## src/rtl/mem_access_ctrl_if.sv

```systemverilog
// Data-memory request/response bus between the MEM-stage controller and memory.
// One request per transaction; the response returns read data or a write acknowledge.
interface mem_access_ctrl_if;
  logic        req_valid;
  logic        req_ready;
  logic        req_we;
  logic [31:0] req_addr;
  logic [3:0]  req_be;
  logic [31:0] req_wdata;
  logic        rsp_valid;
  logic [31:0] rsp_rdata;

  modport master (
    output req_valid, req_we, req_addr, req_be, req_wdata,
    input  req_ready, rsp_valid, rsp_rdata
  );

  modport slave (
    input  req_valid, req_we, req_addr, req_be, req_wdata,
    output req_ready, rsp_valid, rsp_rdata
  );
endinterface

```

## src/rtl/mem_access_ctrl.sv

```systemverilog
// RV32I MEM-stage sequencer: runs each load/store as a valid/ready bus transaction,
// stalls the pipeline meanwhile, aligns/extends load data and flags bad accesses.
module mem_access_ctrl #(
  parameter int TIMEOUT_CYC = 64,
  parameter int TO_W        = 7
) (
  input  logic                clk,
  input  logic                rst,
  input  logic                mem_rd,
  input  logic                mem_wr,
  input  logic [2:0]          funct3,
  input  logic [31:0]         addr,
  input  logic [31:0]         wdata,
  output logic                stall,
  mem_access_ctrl_if.master   bus,
  output logic [31:0]         load_data,
  output logic                mem_exc,
  output logic                bus_err
);

  typedef enum logic [1:0] {IDLE, REQ, WAIT, DONE} state_t;

  state_t          state, state_nxt;
  logic [TO_W-1:0] cnt;
  logic [31:0]     data_q;
  logic            err_q;

  logic acc, is_store, illegal, misaligned, pend;
  logic to_hit, to_evt, cap_evt;

  // Access decode; mem_rd wins when both strobes are set.
  assign acc      = mem_rd | mem_wr;
  assign is_store = mem_wr & ~mem_rd;

  // NOTE: every variable assigned in always_comb gets a default first, so no path can infer a latch.
  always_comb begin
    illegal = 1'b1;
    if (is_store) begin
      case (funct3)
        3'b000, 3'b001, 3'b010: illegal = 1'b0;
        default:                illegal = 1'b1;
      endcase
    end else begin
      case (funct3)
        3'b000, 3'b001, 3'b010, 3'b100, 3'b101: illegal = 1'b0;
        default:                                illegal = 1'b1;
      endcase
    end
  end

  assign misaligned = ((funct3[1:0] == 2'b01) & addr[0]) |
                      ((funct3[1:0] == 2'b10) & (addr[1:0] != 2'b00));
  assign mem_exc    = acc & (illegal | misaligned);
  assign pend       = acc & ~mem_exc;

  assign to_hit  = (cnt == TO_W'(TIMEOUT_CYC - 1));
  // No response can complete in REQ, so the count limit alone decides there.
  assign to_evt  = ((state == REQ) & to_hit) | ((state == WAIT) & to_hit & ~bus.rsp_valid);
  assign cap_evt = (state == WAIT) & bus.rsp_valid;

  // NOTE: sequential state uses non-blocking assignments so every register samples pre-edge values.
  always_ff @(posedge clk or negedge rst) begin
    if (!rst) state <= IDLE;
    else      state <= state_nxt;
  end

  always_comb begin
    state_nxt = state;
    case (state)
      IDLE: if (pend) state_nxt = REQ;
      REQ: begin
        if (to_hit)                              state_nxt = DONE;
        else if (bus.req_valid && bus.req_ready) state_nxt = WAIT;
      end
      WAIT: if (bus.rsp_valid || to_hit) state_nxt = DONE;
      DONE: state_nxt = IDLE;
      default: state_nxt = IDLE;
    endcase
  end

  // Timeout counter, captured load word and timeout flag.
  always_ff @(posedge clk or negedge rst) begin
    if (!rst) begin
      cnt    <= '0;
      data_q <= '0;
      err_q  <= 1'b0;
    end else begin
      if (state == REQ || state == WAIT) cnt <= cnt + TO_W'(1);
      else                               cnt <= '0;

      if (to_evt)                    data_q <= '0;
      else if (cap_evt && !is_store) data_q <= bus.rsp_rdata;

      if (state == REQ || state == WAIT) err_q <= to_evt;
      else if (state == IDLE)            err_q <= 1'b0;
    end
  end

  // Output decode: bus request fields, stall, extended load result.
  logic [7:0]  ld_byte;
  logic [15:0] ld_half;

  always_comb begin
    bus.req_valid = (state == REQ);
    bus.req_we    = is_store;
    bus.req_addr  = {addr[31:2], 2'b00};
    bus.req_be    = 4'b1111;
    bus.req_wdata = wdata;
    if (is_store) begin
      case (funct3[1:0])
        2'b00: begin
          bus.req_be    = 4'b0001 << addr[1:0];
          bus.req_wdata = {4{wdata[7:0]}};
        end
        2'b01: begin
          bus.req_be    = addr[1] ? 4'b1100 : 4'b0011;
          bus.req_wdata = {2{wdata[15:0]}};
        end
        default: begin
          bus.req_be    = 4'b1111;
          bus.req_wdata = wdata;
        end
      endcase
    end

    // The reset term keeps stall low while reset is held, whatever the inputs say.
    stall   = pend & (state != DONE) & rst;
    bus_err = (state == DONE) & err_q;

    case (addr[1:0])
      2'b00:   ld_byte = data_q[7:0];
      2'b01:   ld_byte = data_q[15:8];
      2'b10:   ld_byte = data_q[23:16];
      default: ld_byte = data_q[31:24];
    endcase
    ld_half = addr[1] ? data_q[31:16] : data_q[15:0];

    load_data = '0;
    if (state == DONE && !err_q) begin
      case (funct3)
        3'b000:  load_data = {{24{ld_byte[7]}}, ld_byte};
        3'b001:  load_data = {{16{ld_half[15]}}, ld_half};
        3'b100:  load_data = {24'd0, ld_byte};
        3'b101:  load_data = {16'd0, ld_half};
        default: load_data = data_q;
      endcase
    end
  end

endmodule

```

## src/flat_wrapper.sv

```systemverilog
// flat-port wrapper written by rule: the top's interface ports become plain ports
module mem_access_ctrl_flat 
#(
  parameter int TIMEOUT_CYC = 64,
  parameter int TO_W        = 7
)
  (clk, rst, mem_rd, mem_wr, funct3, addr, wdata, stall, load_data, mem_exc, bus_err, bus_req_valid, bus_req_we, bus_req_addr, bus_req_be, bus_req_wdata, bus_req_ready, bus_rsp_valid, bus_rsp_rdata);
  mem_access_ctrl_if bus_i ();
  input  logic clk;
  input  logic rst;
  input  logic mem_rd;
  input  logic mem_wr;
  input  logic [2:0] funct3;
  input  logic [31:0] addr;
  input  logic [31:0] wdata;
  output logic stall;
  output logic [31:0] load_data;
  output logic mem_exc;
  output logic bus_err;
  output wire logic [$bits(bus_i.req_valid)-1:0] bus_req_valid;
  output wire logic [$bits(bus_i.req_we)-1:0] bus_req_we;
  output wire logic [$bits(bus_i.req_addr)-1:0] bus_req_addr;
  output wire logic [$bits(bus_i.req_be)-1:0] bus_req_be;
  output wire logic [$bits(bus_i.req_wdata)-1:0] bus_req_wdata;
  input wire logic [$bits(bus_i.req_ready)-1:0] bus_req_ready;
  input wire logic [$bits(bus_i.rsp_valid)-1:0] bus_rsp_valid;
  input wire logic [$bits(bus_i.rsp_rdata)-1:0] bus_rsp_rdata;
  assign bus_req_valid = bus_i.req_valid;
  assign bus_req_we = bus_i.req_we;
  assign bus_req_addr = bus_i.req_addr;
  assign bus_req_be = bus_i.req_be;
  assign bus_req_wdata = bus_i.req_wdata;
  assign bus_i.req_ready = bus_req_ready;
  assign bus_i.rsp_valid = bus_rsp_valid;
  assign bus_i.rsp_rdata = bus_rsp_rdata;
  mem_access_ctrl #(.TIMEOUT_CYC(TIMEOUT_CYC), .TO_W(TO_W)) u_core (.clk(clk), .rst(rst), .mem_rd(mem_rd), .mem_wr(mem_wr), .funct3(funct3), .addr(addr), .wdata(wdata), .stall(stall), .bus(bus_i), .load_data(load_data), .mem_exc(mem_exc), .bus_err(bus_err));
endmodule
```

## config.mk

```make
export PLATFORM = sky130hd
export DESIGN_NAME = mem_access_ctrl_flat
export DESIGN_NICKNAME = d
export VERILOG_FILES = /design/src/rtl/mem_access_ctrl_if.sv /design/src/rtl/mem_access_ctrl.sv /design/src/flat_wrapper.sv
export SDC_FILE = /design/constraint.sdc
export NUM_CORES = 1
export LEC_CHECK = 0
export ABC_AREA = 0
export CAP_MARGIN = 5
export CORE_MARGIN = 2
export CORE_UTILIZATION = 40
export DETAILED_ROUTE_END_ITERATION = 12
export PLACE_DENSITY_LB_ADDON = 0.05
export RECOVER_POWER = 50
export SYNTH_ARGS = -nofsm -noshare
export SYNTH_HDL_FRONTEND = slang
export SYNTH_SLANG_ARGS = --single-unit
```

## constraint.sdc

```tcl
create_clock -name clk -period 2.7 [get_ports clk]
set_input_delay 0.27 -clock clk [delete_from_list [all_inputs] [get_ports clk]]
set_output_delay 0.27 -clock clk [all_outputs]
set_load 0.03 [all_outputs]
```

==> qor.yml <==
detailroute.wirelength.met2_um: 5220
num_antenna_cells: 0
post_cts_buffers: 0
slowest_delay_ps: 610
p_leak_nw: 2.12
std_cell_rows: 32
dp_hpwl_um: 8190
worst-r2r-cell-count: 7
synth_top_area_share_pct: 32.5
globalRouteOverflowTotal: 0
criticalPathCategory: "in2out"
cp_cell_sequence: "clkdlybuf4s50_1 -> inv_1 -> mux4_2 -> mux2i_1 -> nor2_1 -> clkdlybuf4s50_1"
vdd.ir_drop.worst_v: 0.000400
root_buffer: "sky130_fd_sc_hd__clkbuf_8"
timing.critical_path.from: "addr[1]"
cts_buffer_depth: 2
drt.antenna.violating_nets: 0
cts.sinks: 42
worst_path_max_delay_cell: "sky130_fd_sc_hd__clkdlybuf4s50_1"
synthTopCellsByArea: "sky130_fd_sc_hd__dfrtp_1 (33%), sky130_fd_sc_hd__buf_4 (9.5%), sky130_fd_sc_hd__nand2_1 (8.6%)"
cap_violations: 1
synth.avg_cell_area_um2: 8.38
floorplan.die.height_um: 93.9
grt_first_pass_wirelength_um: 16200
timing.critical_path.required_ps: 2430
placement.cell_area_um2: 4540
cell_internal_pwr_mw: 1.85
final-max-slew-violation-count: 43
net-switching-power_mw: 1.41
worst_path_most_repeated_cell: "sky130_fd_sc_hd__clkdlybuf4s50_1"
r2r_setup_slack_ps: 620
timing.rr.start: "u_core.state[0]"
rsz0062_at_grt: "no"
violated_checks: "max-capacitance violations, max-slew violations"
core_area_um2: 7770
synth_enable_flop_cells: 0
ys_seq_elements: 42
detailedRoute.firstPassIterationCount: 4
top_level_ports: 210
die_w_um: 93.9
pwr_density_cell_nw_per_um2: 707
cts-htree-levels: 2
drt_iter0_markers: 171
remaining_drc_errors: 0
whs_ps: 462
antenna_found_initial: 0
final_net_count: 605
clock_pin_slew_worst_setup_and_hold_paths_ps: 80
finalCriticalPeriod_ps: 2580
synth.cell_area_um2: 3230
run_status: "complete, but fails checks"
wirelength_met1_um: 4530
cts_buffers: 5
tightest_slew_ps: 2260
post_cts_hold_buffer_count: 0
cp_max_fo: 8
synth_largest_area_cell: "sky130_fd_sc_hd__dfrtp_1"
synth.most_common_cell: "sky130_fd_sc_hd__nand2_1"
wire_per_inst_um: 17.8
setup_total_negative_slack_ps: 0
post_cts_resize_count: 0
setup_viol_count_final: 0
routed-wl-met3_um: 753
power.share.switching_pct: 43.3
final_area_um2: 4620
power_frac_clock_pct: 12.8
place_congestion: 0.898
synth-async-reset-ratio_pct: 100
p_seq_share_pct: 35.2
report.final.hold_viol_count: 0
cts_tree: "yes"
topRoutingLayerUsed: "met4"
overall_global_routing_resource_usage_pct: 24.2
worstSetupStartpointType: "input pin"
total_power_mw: 3.26
netlist_instances: 386
io_buffer_count: 147
vias_per_cell: 5.26
timing.slew.headroom_pct: -50.8
die_area_um2: 8820
final_layout_size_suffix_gt1_share_pct: 20.2
synth-seq-area-share_pct: 32.5
worstReg2RegEnd: "u_core.err_q"
fmax_mhz: 387
synth_cell_types: 46
insertion_delay_of_the_later_clocked_pin_in_the_worst_skew_pair_ps: 300
grt_max_degree: 43
yosysWarnings: 0
ys.flop_type: "sky130_fd_sc_hd__dfrtp_1"
endpoint_kind: "primary output"
utilization_pct: 59.5
min_path_type: "reg2reg"
share_comb_of_total_power_pct: 52.0
initial_core_utilization_pct: 41.6
via_count_of_the_first_global_routing_pass: 3083
drt_wl_total_um: 10700
clock-skew-final_ps: 2.93
layout_worst_path_cycle_share_pct: 95.7
dr_total_vias: 3148
yosys-top-cells-count: "sky130_fd_sc_hd__nand2_1 (74), sky130_fd_sc_hd__a21oi_1 (49), sky130_fd_sc_hd__dfrtp_1 (42)"
cp-endpoint: "load_data[6]"
critPathArrivalTime_ps: 2310
areaGrowthSynthToFinish_pct: 42.8
timing.hold.worst.start: "u_core.cnt[0]"
-- how the worst min path moves through the flow --
stage                     depth (start not counted)       endpoint
after floorplan                                   0  u_core.cnt[0]
after global placement                            2  u_core.cnt[5]
final                                             1  u_core.cnt[0]
after detailed placement                          2  u_core.cnt[4]
after global routing                              1  u_core.cnt[0]
after CTS                                         2  u_core.cnt[4]
-- power groups by stage --
| stage | Combinational [mW] | Clock [mW] | Sequential (mW) |
|---|---|---|---|
| 2_1_floorplan | 1.20 | 0 | 1.05 |
| 3_3_place_gp | 1.68 | 0 | 1.14 |
| 3_5_place_dp | 1.70 | 0 | 1.15 |
| 4_1_cts | 1.71 | 0.435 | 1.14 |
| 5_1_grt | 1.85 | 0.460 | 1.18 |
| 6_report | 1.70 | 0.418 | 1.15 |
-- worst max-delay path, delay by kind of cell --
| kind | cells | cell delay, ps |
|---|---|---|
| buffers and inverters | 3 | 1330 |
| multiplexers | 2 | 630 |
| AND/OR/NAND/NOR | 1 | 70 |
-- metal layers --
metal / vias to the layer above / GRT usage (%)
li1: 1519 / -
met1: 1492 / 31.7
met2: 110 / 39.8
met3: 27 / 6.42
met4: 0 / 6.04
met5: - / 0
-- kinds of logic (layout without fill, tap and decap cells) --
logic type / Yosys count / after routing / share of synthesized area (%)
xor gates and xnor gates: 3 / 3 / 0.813
other: 1 / 2 / 0.116
muxes: 35 / 35 / 12.3
DFF: 42 / 42 / 32.5
adders and majority gates: 5 / 5 / 1.93
and+or+nand+nor: 125 / 125 / 17.3
AOI/OAI and AO/OA: 103 / 103 / 21.4
buffers and inverters: 72 / 181 / 13.6
-- registers in the layout, summed over array words and instances (netlist names) --
register,count
u_core.err_q,1
u_core.state,2
u_core.cnt,7
u_core.data_q,32
-- layout make-up --
type | instances | area [um2]
inverter | 8 | 30.0
fill | 710 | 3150
tap | 102 | 128
multi-input combinational | 273 | 1750
clock buffer | 6 | 72.6
sequential | 42 | 1050
clock inverter | 2 | 13.8
timing repair buffer | 165 | 1570
-- stage by stage --
stage | worst slack (ps) | cells
5_1_grt | 2.53 | 598
3_5_place_dp | 106 | 590
3_3_place_gp | 124 | 590
4_1_cts | 110 | 598
6_report | 117 | 598
2_1_floorplan | 252 | 387
-- cell usage in the layout (no fill, tap or decap), types with 2 or more instances in the layout --
master / synthesis / routed
sky130_fd_sc_hd__nor3_1: 5 / 5
sky130_fd_sc_hd__a21oi_1: 49 / 49
sky130_fd_sc_hd__nor2_2: 0 / 2
sky130_fd_sc_hd__a21boi_0: 2 / 2
sky130_fd_sc_hd__buf_12: 0 / 7
sky130_fd_sc_hd__nor2b_1: 4 / 4
sky130_fd_sc_hd__nand2_1: 74 / 74
sky130_fd_sc_hd__nor3b_1: 2 / 2
sky130_fd_sc_hd__mux2_2: 18 / 18
sky130_fd_sc_hd__buf_4: 41 / 53
sky130_fd_sc_hd__dfrtp_1: 42 / 42
sky130_fd_sc_hd__o221a_2: 6 / 6
sky130_fd_sc_hd__ha_1: 5 / 5
sky130_fd_sc_hd__o31a_1: 6 / 6
sky130_fd_sc_hd__nor2_1: 17 / 15
sky130_fd_sc_hd__and2_0: 0 / 3
sky130_fd_sc_hd__clkbuf_8: 0 / 5
sky130_fd_sc_hd__a21o_1: 17 / 17
sky130_fd_sc_hd__a22oi_1: 7 / 7
sky130_fd_sc_hd__inv_1: 8 / 8
sky130_fd_sc_hd__xnor2_1: 2 / 2
sky130_fd_sc_hd__nand2b_1: 3 / 3
sky130_fd_sc_hd__dlygate4sd3_1: 0 / 8
sky130_fd_sc_hd__nand3_1: 5 / 5
sky130_fd_sc_hd__clkbuf_1: 19 / 3
sky130_fd_sc_hd__clkdlybuf4s50_1: 0 / 94
sky130_fd_sc_hd__and2_1: 6 / 3
sky130_fd_sc_hd__mux2i_1: 15 / 15
sky130_fd_sc_hd__mux4_2: 2 / 2
sky130_fd_sc_hd__o21ai_0: 6 / 6
sky130_fd_sc_hd__conb_1: 1 / 2
sky130_fd_sc_hd__or3_1: 2 / 2
No activity file was read; power rests on OpenSTA's default activity.
